### config.mk
export PLATFORM = sky130hd
export DESIGN_NAME = traffic_light_ctrl_param
export DESIGN_NICKNAME = d
export VERILOG_FILES = /design/src/rtl/traffic_light_ctrl_param.sv
export SDC_FILE = /design/constraint.sdc
export NUM_CORES = 1
export LEC_CHECK = 0
export ABC_CLOCK_PERIOD_IN_PS = 2200
export CAP_MARGIN = 20
export CORE_AREA = 2 2 54 56
export DETAILED_ROUTE_END_ITERATION = 8
export DIE_AREA = 0 0 56 58
export GPL_TIMING_DRIVEN = 0
export SLEW_MARGIN = 20
export SYNTH_ARGS = -nofsm -noshare
export SYNTH_HDL_FRONTEND = slang
export SYNTH_SLANG_ARGS = --single-unit
### constraint.sdc
create_clock -name clk -period 2.2 [get_ports clk]
set_clock_uncertainty 0.05 [all_clocks]
set_input_delay 0.66 -clock clk [delete_from_list [all_inputs] [get_ports clk]]
set_output_delay 0.66 -clock clk [all_outputs]
set_load 0.02 [all_outputs]
### src/rtl/traffic_light_ctrl_param.sv
// Two-road intersection controller with programmable dwell times, all-red
// clearance, latched pedestrian walk, NS rest-on-green and night flashing.
module traffic_light_ctrl_param #(
    parameter int TIMER_W       = 8,
    parameter int NS_GREEN_TIME = 30,
    parameter int EW_GREEN_TIME = 20,
    parameter int YELLOW_TIME   = 5,
    parameter int CLEAR_TIME    = 2,
    parameter int WALK_TIME     = 10,
    parameter int FLASH_HALF    = 1
) (
    input  logic               clk,
    input  logic               rst_n,
    input  logic               ew_sensor,
    input  logic               ped_req,
    input  logic               night_mode,
    output logic [2:0]         ns_light,
    output logic [2:0]         ew_light,
    output logic               walk,
    output logic               ped_wait,
    output logic [2:0]         phase,
    output logic [TIMER_W-1:0] timer_o
);

    // state     | meaning
    // NS_GREEN  | NS flowing; rests here (timer 0) until demand
    // NS_YELLOW | NS yellow
    // NS_CLEAR  | all-red after NS
    // EW_GREEN  | EW flowing, fixed dwell
    // EW_YELLOW | EW yellow
    // EW_CLEAR  | all-red after EW; picks FLASH / PED_WALK / NS_GREEN
    // PED_WALK  | all-red with WALK lamp lit
    // FLASH     | night flashing, NS yellow / EW red blinking
    typedef enum logic [2:0] {
        NS_GREEN  = 3'd0,
        NS_YELLOW = 3'd1,
        NS_CLEAR  = 3'd2,
        EW_GREEN  = 3'd3,
        EW_YELLOW = 3'd4,
        EW_CLEAR  = 3'd5,
        PED_WALK  = 3'd6,
        FLASH     = 3'd7
    } state_t;

    localparam logic [TIMER_W-1:0] T_NS_GREEN = TIMER_W'(NS_GREEN_TIME - 1);
    localparam logic [TIMER_W-1:0] T_EW_GREEN = TIMER_W'(EW_GREEN_TIME - 1);
    localparam logic [TIMER_W-1:0] T_YELLOW   = TIMER_W'(YELLOW_TIME - 1);
    localparam logic [TIMER_W-1:0] T_CLEAR    = TIMER_W'(CLEAR_TIME - 1);
    localparam logic [TIMER_W-1:0] T_WALK     = TIMER_W'(WALK_TIME - 1);
    localparam logic [TIMER_W-1:0] T_FLASH    = TIMER_W'(FLASH_HALF - 1);

    localparam logic [2:0] LAMP_G    = 3'b001;
    localparam logic [2:0] LAMP_Y    = 3'b010;
    localparam logic [2:0] LAMP_R    = 3'b100;
    localparam logic [2:0] LAMP_DARK = 3'b000;

    state_t             state;
    logic [TIMER_W-1:0] timer;
    logic               ped_pending;
    logic               flash_phase;

    always_ff @(posedge clk or negedge rst_n) begin
        if (!rst_n) begin
            state       <= NS_GREEN;
            timer       <= T_NS_GREEN;
            ped_pending <= 1'b0;
            flash_phase <= 1'b1;
        end else begin
            if (ped_req && state != PED_WALK)
                ped_pending <= 1'b1;

            if (timer != '0) begin
                timer <= timer - 1'b1;
            end else begin
                case (state)
                    NS_GREEN: begin
                        if (ew_sensor || ped_pending || night_mode) begin
                            state <= NS_YELLOW;
                            timer <= T_YELLOW;
                        end
                    end
                    NS_YELLOW: begin
                        state <= NS_CLEAR;
                        timer <= T_CLEAR;
                    end
                    NS_CLEAR: begin
                        if (night_mode) begin
                            state       <= FLASH;
                            timer       <= T_FLASH;
                            flash_phase <= 1'b1;
                        end else begin
                            state <= EW_GREEN;
                            timer <= T_EW_GREEN;
                        end
                    end
                    EW_GREEN: begin
                        state <= EW_YELLOW;
                        timer <= T_YELLOW;
                    end
                    EW_YELLOW: begin
                        state <= EW_CLEAR;
                        timer <= T_CLEAR;
                    end
                    EW_CLEAR: begin
                        if (night_mode) begin
                            state       <= FLASH;
                            timer       <= T_FLASH;
                            flash_phase <= 1'b1;
                        end else if (ped_pending) begin
                            // this later assignment overrides a same-cycle set
                            state       <= PED_WALK;
                            timer       <= T_WALK;
                            ped_pending <= 1'b0;
                        end else begin
                            state <= NS_GREEN;
                            timer <= T_NS_GREEN;
                        end
                    end
                    PED_WALK: begin
                        state <= NS_GREEN;
                        timer <= T_NS_GREEN;
                    end
                    FLASH: begin
                        if (!night_mode) begin
                            state <= EW_CLEAR;
                            timer <= T_CLEAR;
                        end else begin
                            timer       <= T_FLASH;
                            flash_phase <= ~flash_phase;
                        end
                    end
                endcase
            end
        end
    end

    always_comb begin
        ns_light = LAMP_R;
        ew_light = LAMP_R;
        case (state)
            NS_GREEN:  ns_light = LAMP_G;
            NS_YELLOW: ns_light = LAMP_Y;
            EW_GREEN:  ew_light = LAMP_G;
            EW_YELLOW: ew_light = LAMP_Y;
            FLASH: begin
                ns_light = flash_phase ? LAMP_Y : LAMP_DARK;
                ew_light = flash_phase ? LAMP_R : LAMP_DARK;
            end
            default: begin
                ns_light = LAMP_R;
                ew_light = LAMP_R;
            end
        endcase
    end

    assign walk     = (state == PED_WALK);
    assign ped_wait = ped_pending;
    assign phase    = state;
    assign timer_o  = timer;

endmodule

# After elaboration in Yosys (flattened, before gate mapping)
# Index checks and enable logic that the tools add are counted.
[word_totals]
output_inout_bits = 19
regBits = 13
input_bits = 5
[classes]
add_sub_neg = 1
mux = 25
bitwise_logic = 2
reduce_logical = 10
eq_ne = 13
[ops]
columns = ["operator", "n"]
rows = [
  ["$pmux 8 s7", 1],
  ["$pmux 3 s8", 1],
  ["$mux 3", 6],
  ["$pmux 3 s3", 2],
  ["$mux 8", 2],
  ["$mux 5", 3],
  ["$eq 3x3->1 const B", 4],
  ["$mux 1", 8],
  ["$reduce_bool 8->1", 1],
  ["$sub 8x1->8 const B", 1],
  ["$eq 3x2->1 const B", 2],
  ["$ne 2x2->1 const B", 3],
  ["$ne 3x3->1 const B", 2],
  ["$reduce_and 4->1", 1],
  ["$reduce_or 2->1", 2],
  ["$eq 3x1->1 const B", 1],
  ["$logic_not 3->1", 1],
  ["$reduce_and 3->1", 1],
  ["$logic_or 1x1->1", 2],
  ["$mux 2", 1],
  ["$ne 2x1->1 const B", 1],
  ["$not 1->1", 2],
  ["$pmux 1 s2", 1],
  ["$reduce_bool 2->1", 1],
  ["$logic_and 1x1->1", 1],
]

# Depth between registers and ports, before layout
# Gate-level depths: netlist of run 1.
[depth]
ltp_word = 7
mapped_depth = 7
depth_no_buf = 6

# Least setup slack after synthesis of run 1
# No wires, ideal clock.
[synth_path]
path_kind = "reg2out"
from = "register state[2] (netlist: phase[2])"
to = "output ew_light[2]"
n_path_buf = 2
stages_incl_launch_ff = 5
arrival_time_ns = 1.812
setup_slack_ns = -0.322
required_time_ns = 1.490
cell_sequence = "dfrtp_1 clkbuf_1 buf_2 nor3b_1 a31oi_1"
[synth_via]
elab_chain_cells = 2
word_cells_on_any_way = 4
classes_between = "3 x eq/ne; 1 x mux"
[synth_rtl]
columns = ["element", "line", "source"]
rows = [
  ["start: declaration", "57", "state_t state;"],
  ["start signal: assignment", "64", "state <= NS_GREEN;"],
  ["start signal: assignment", "78", "state <= NS_YELLOW;"],
  ["start signal: assignment", "83", "state <= NS_CLEAR;"],
  ["$eq 3x3->1 / $eq 3x2->1 (equally long branches)", "140", "case (state)"],
  ["$pmux 3 s3 (*)", "140", ""],
  ["end: declaration", "18", "output logic [2:0] ew_light,"],
]
# Mark *: on every way between the ends. The rest lies on a longest branch, timed or not.

# Final worst setup path of run 1
# Ends and elaborated chain as after synthesis.

==> metrics.md, run 1 <==
| Metric | Value |
|---|---|
| Status | finished, final reports clean |
| DR vias | 931 |
| Cell area power density | 1320 nW/um^2 |
| DRC | 0 |
| Nets@finish | 148 |
| Mapped Area | 928 sq um |
| Fin crit share | 98.4% |
| Clock Tree Buf Depth | 2 |
| Post-synth EDFFs | 0 |
| Synth Register Bits | 13 |
| DR pass1 iterations | 4 |
| Die width | 56 microns |
| Post-synth net total | 114 |
| First-pass GRT wire length | 3.91 mm |
| HP Class | register to register |
| Core area | about 2700 sq um |
| Tot GR Track Use | roughly 15% |
| Number of global-route vias before repair | between 800 and 900 |
| Clk slew on worst S/H paths | approximately 90 ps |
| Cell taking the most area after synthesis | dfrtp_1 |
| Inserted Clock Buffers | 3 |
| Post-synth top area share | a little over a fifth |
| Hold Fails Final Rpt | 0 |
| Initial Util | 34.9% |
| Minimum clock period | around 2200 ps |
| Post-layout util | 49.9% |
| Placed inst area | 1210 sq um |
| Placement row count | 19 |
| Final instance area | 1330 sq um |
| Asr flop ratio synth | 100% |
| Setup TNS | 0 ps |
| Initial antenna violation count | 0 |
| Reg2Reg Launch Point | timer_o[0] |
| Reg2Reg Depth | 6 |
| Top Ports | 24 |
| DR iter-0 viols | 19 |
| CTS tree | done |
| Slew @ Worst Pin | between 600 and 700 ps |
| Distinct cells, synth | 44 |
| Sequential area share after synthesis | 35.7% |
| Die height | 58 microns |
| Reg2Reg Setup Slack | between 100 and 150 ps |
| Die footprint | 3250 sq um |
| Top FF cell, synth | dfrtp_1 |
| Synth warnings | 0 |
| CTS H-tree depth | 1 |
| Dpl ws | -370 ps |
| Area Overhead vs Synth | 43.1% |
| Area contributors post-synth | dfrtp_1 22%, dfstp_2 14%, a21oi_1 4.9%, nor2_1 4.0%, a31oi_1 3.4% |
| CP max FO | 8 |
| Max Clk Rate | about 460 MHz |
| Crit path capture | ew_light[2] |
| Max Cap Viol | 0 |
| Syn Area/Cell | between 8 and 9 sq um |
| Final setup fails | 0 |
| Most common cell in the netlist | nor2_1 |
| Worst setup path start | phase[2] |
| DRT antenna net count | 0 |
| Leak | between 0.0005 and 0.0006 uW |
| Pin count of the biggest net entering global routing | 14 |
| Worst EP required | 1490 ps |
| Layout cells sized above 1 | 30.7% |
| FF-to-FF End | timer_o[7] |
| Filler cell count | 284 |
| Total grt overflow | 0 |
| Worst EP arrival | 1460 ps |
| Commonest cells post-synth | 10 x nor2_1, 9 x a21oi_1, 8 x dfrtp_1, 8 x nand2_1 |
| CTS sink count | 13 |
| Worst setup SP type | register |
| Worst Hold Margin | 478 ps |
| DP HPWL | 1.63 mm |
| Setup CP Type | register to output port |
| Root buf cell | clkbuf_4 |
| Slew Limit Headroom | 59.6% |
| Final Slew Violations | 0 |
| Routability cong. | 0.882 |
| Drt via density | 5.44 |
| Diodes inserted | 0 |
| Clk Latency, worst-skew pair | a little under 300 ps |
| Crit end category | output port |
| Number of port buffers | 23 |
| Peak VDD IR | 0.820 mV |
| Routed WL per cell | between 10 and 15 microns |
| Routed WL | 2.46 mm |
| Mapped Cells | 107 |
| RSZ-0062 raised after global routing | true |
| Final worst setup slack | 34.4 ps |
==> timing repair <==
action | 4_1_cts | 5_1_grt
endpoints found under the hold margin | 0 | 0
pin swaps | 0 | 0
hold buffers | 0 | 0
setup endpoints to repair | 10 | 7
buffers inserted | 1 | 4
resized for setup | 41 | 10
cloned | 0 | 1
==> routing by layer <==
layer | wire (microns) | share of wire (%) | global-route usage, %
met1 | 1100 | 45 | 20.1
met2 | 1190 | 48 | 25.4
met3 | 152 | 6.2 | 4.69
met4 | 12 | 0.49 | 3.06
met5 | 0 | 0 | 0
==> through the flow <==
stage | std cells | total power [uW]
2_1_floorplan | 107 | 1160
3_3_place_gp | 161 | 1570
3_5_place_dp | 161 | 1570
4_1_cts | 166 | 1750
5_1_grt | 171 | 1860
6_report | 171 | 1750
==> critical path, stage by stage (launching register included) <==
cell and delay (ps):
dfrtp_2 440, buf_8 140, buf_8 120, nor3b_4 140, a31oi_1 160, buf_4 170
==> placed cells by master (no fill, tap or decap), drive strengths merged, types with 4 or more instances in the layout <==
master,Yosys,layout
dfrtp,8,8
dfstp,5,5
clkdlybuf4s50,0,13
clkbuf,4,9
nor3b,4,4
nand3,4,4
o21ai,6,6
nand2,9,9
a21oi,9,9
inv,4,4
a31oi,5,5
buf,3,14
nor2,10,10
==> sequential cells by signal, indices dropped and copies added, names as in the netlist <==
register,count
timer_o,8
ped_wait,1
flash_phase,1
phase,3
==> worst min-delay path by stage <==
stage,from,slack [ps],depth (start not counted),end
floorplan,rst_n,310,0,ped_wait
global placement,flash_phase,460,1,flash_phase
detailed placement,flash_phase,460,1,flash_phase
CTS,flash_phase,480,1,flash_phase
global route,flash_phase,490,1,flash_phase
finish,flash_phase,480,1,flash_phase
==> cell type report <==
| type | instances | area (sq um) | share of cell area (%) |
|---|---|---|---|
| multi-input combinational | 82 | 576 | 43.3 |
| sequential | 13 | 334 | 25.1 |
| timing repair buffer | 29 | 263 | 19.8 |
| buffer | 7 | 71.3 | 5.37 |
| tap | 31 | 38.8 | 2.92 |
| clock buffer | 4 | 26.3 | 1.98 |
| inverter | 5 | 20.0 | 1.51 |
==> where the power goes <==
| group | internal (uW) | leakage, uW | switching (uW) |
|---|---|---|---|
| logic | 470 | 0.000352 | 598 |
| clock network | 70.5 | 0.0000150 | 89.6 |
| registers | 367 | 0.000145 | 153 |
==> logic make-up after synthesis <==
kind of cell             share of synthesized area (%)
XOR/XNOR                                          3.77
multiplexers                                      1.21
AO/OA/AOI/OAI                                     25.1
adder cells (fa/ha/maj)                           2.69
buffers and inverters                             5.66
flip-flops                                        35.7
AND/OR/NAND/NOR                                   25.9
Note: power is estimated with default switching activity, not from simulation.
==> inputs of run 2 (changes only) <==
Settings changed: CAP_MARGIN 20 to unset, REMOVE_ABC_BUFFERS set to 1.
==> run 2 against run 1 <==
  * Via count shrank 0.97%
  * Core utilization shrank 3.8 points
  * Global-route usage grew 1.5 points
  * First-iteration DRC count grew 79%
  * Highest routed layer unchanged
  * Combinational power shrank 4%
  * Cell count shrank 3.5%
  * Wire length grew 0.94%
  * Clock power is essentially flat
  * Sequential power grew 3%
  * Critical path depth shrank 4
  * Register-to-register slack lost 20 ps
  * Largest power group unchanged
==> metrics.md, run 2 (synthesis results as in run 1) <==
| Metric | Value |
|---|---|
| Worst EP required | 1490 ps |
| Cts hold-fix bufs | 0 |
| Final instance area | ~1200 sq um |
| HP Class | register to register |
| P_int | 883 uW |
| DRC | 0 |
| Leak | slightly below 0.0005 uW |
| Root buf cell | clkbuf_4 |
| Status | finished, final reports clean |
| Reg2Reg Launch Point | timer_o[1] |
| Number of port buffers | 23 |
| DRT antenna net count | 0 |
| Max Cap Viol | 0 |
| Drt via density | 5.59 |
| DR iter-0 viols | 34 |
| Die width | roughly 56 microns |
| RSZ-0062 raised after global routing | false |
| Reg2Reg Depth | 6 |
| Post-layout util | 46.1% |
| Initial antenna violation count | 0 |
| Worst setup SP type | register |
| Area Overhead vs Synth | 32.3% |
| Inserted Clock Buffers | 3 |
| Final Slew Violations | 0 |
| Crit end category | output port |
| Worst Hold Depth | 1 |
| Hold Fails Final Rpt | 0 |
| Worst EP arrival | 1460 ps |
| CTS sink count | 13 |
| Placement row count | 19 |
| Slowest stage cell on the critical path | clkdlybuf4s50_1 |
| Routed WL | 2.48 mm |
| Hold path startpoint | flash_phase |
| Setup CP Type | register to output port |
| Diodes inserted | 0 |
| CTS H-tree depth | 1 |
| DR pass1 iterations | 4 |
| First-pass GRT wire length | 4.29 mm |
| Routability cong. | 0.788 |
| Tot GR Track Use | between 10% and 20% |
| Clk slew on worst S/H paths | 100 ps |
| Die footprint | 3250 sq um |
| Clock Tree Buf Depth | 2 |
| CP Cell Sequence | clkdlybuf4s50_1 |
| CTS tree | done |
| Combinational share of power | ~60% |
| Initial Util | 34.9% |
| Final worst setup slack | around 28 ps |
| Share of total power in sequential cells | 31.1% |
| Max reg flops | 8 |
| Worst Hold End | flash_phase |
| Commonest non-fill, non-tap cells in the layout | 10 x clkdlybuf4s50_1, 9 x nor2_1, 9 x a21oi_1 |
| DR vias | between 900 and 1000 |
| Max Clk Rate | 460 MHz |
| Final setup fails | 0 |
| Total grt overflow | 0 |
| Setup TNS | 0 ps |
| Number of global-route vias before repair | 909 |
| Clock power frac | under 10% |
| Slew @ Worst Pin | between 600 and 700 ps |
| Commonest non-fill, non-tap cell in the layout | clkdlybuf4s50_1 |
| CP max FO | 13 |
| FF-to-FF End | ped_wait |
| Clk Latency, worst-skew pair | 290 ps |
| Dpl ws | -342 ps |
| Minimum clock period | 2170 ps |
| Core area | about 2700 sq um |
| Routed WL per cell | 15.0 microns |
| CP delay by family, top | buffers and inverters |
| Worst path max stage delay | 660 ps |
| Reg2Reg Setup Slack | around 110 ps |
| Fin crit share | 98.7% |
| DP HPWL | 1.50 mm |
| Net Sw Power | 850 uW |
| Crit path depth | 1 |
| Placed inst area | 1160 sq um |
| Cell area power density | 1410 nW/um^2 |
| Pin count of the biggest net entering global routing | 14 |
| Slew Limit Headroom | between 50% and 60% |
| Critical path buffers and inverters | 1 |
| Layout cells sized above 1 | 28.4% |
| Die height | 58 microns |
| Nets@finish | 142 |
| Top Ports | 24 |
| Peak VDD IR | 0.695 mV |
| Switching share of power | 49.1% |
## run 2: area by class of cell
| class | count | area, sq um |
|---|---|---|
| fill | 285 | 1430 |
| multi-input combinational | 82 | 567 |
| sequential | 13 | 335 |
| timing repair buffer | 30 | 240 |
| tap | 31 | 38.8 |
| clock buffer | 3 | 22.5 |
| inverter | 5 | 20.0 |
| clock inverter | 1 | 5.00 |
## run 2: per-stage QoR
stage / power [uW] / hold WS [ps] / instances
2_1_floorplan: 1120 / 314 / 100
3_3_place_gp: 1520 / 459 / 154
3_5_place_dp: 1520 / 463 / 154
4_1_cts: 1730 / 476 / 165
5_1_grt: 1860 / 495 / 165
6_report: 1730 / 473 / 165
## run 2: per-layer routing
layer	part of all wire, %	vias to the layer above	GRT usage (%)
met4	0.44	0	9.18
met5	0	-	0
met1	49	447	23.1
met2	45	35	25.0
li1	-	438	-
met3	5.9	2	3.35
## run 2: worst max-delay path by stage
stage / startpoint / to / slack, ps
floorplan: phase[2] / ew_light[2] / -120
global placement: phase[0] / ew_light[0] / -330
detailed placement: phase[0] / ns_light[1] / -340
CTS: phase[1] / ns_light[2] / 4
global route: phase[2] / phase[2] / 0.2
finish: phase[2] / phase[2] / 30
## run 2: timing repair
item | 4_1_cts | 5_1_grt
buffers inserted | 7 | 0
resized for setup | 25 | 11
setup endpoints to repair | 13 | 8
## run 2: power groups by stage
| stage | Combinational [uW] | Clock [uW] | Sequential [uW] |
|---|---|---|---|
| floorplan | 467 | 0 | 656 |
| global placement | 946 | 0 | 578 |
| detailed placement | 940 | 0 | 584 |
| CTS | 1040 | 165 | 531 |
| global route | 1120 | 176 | 559 |
| finish | 1030 | 162 | 538 |
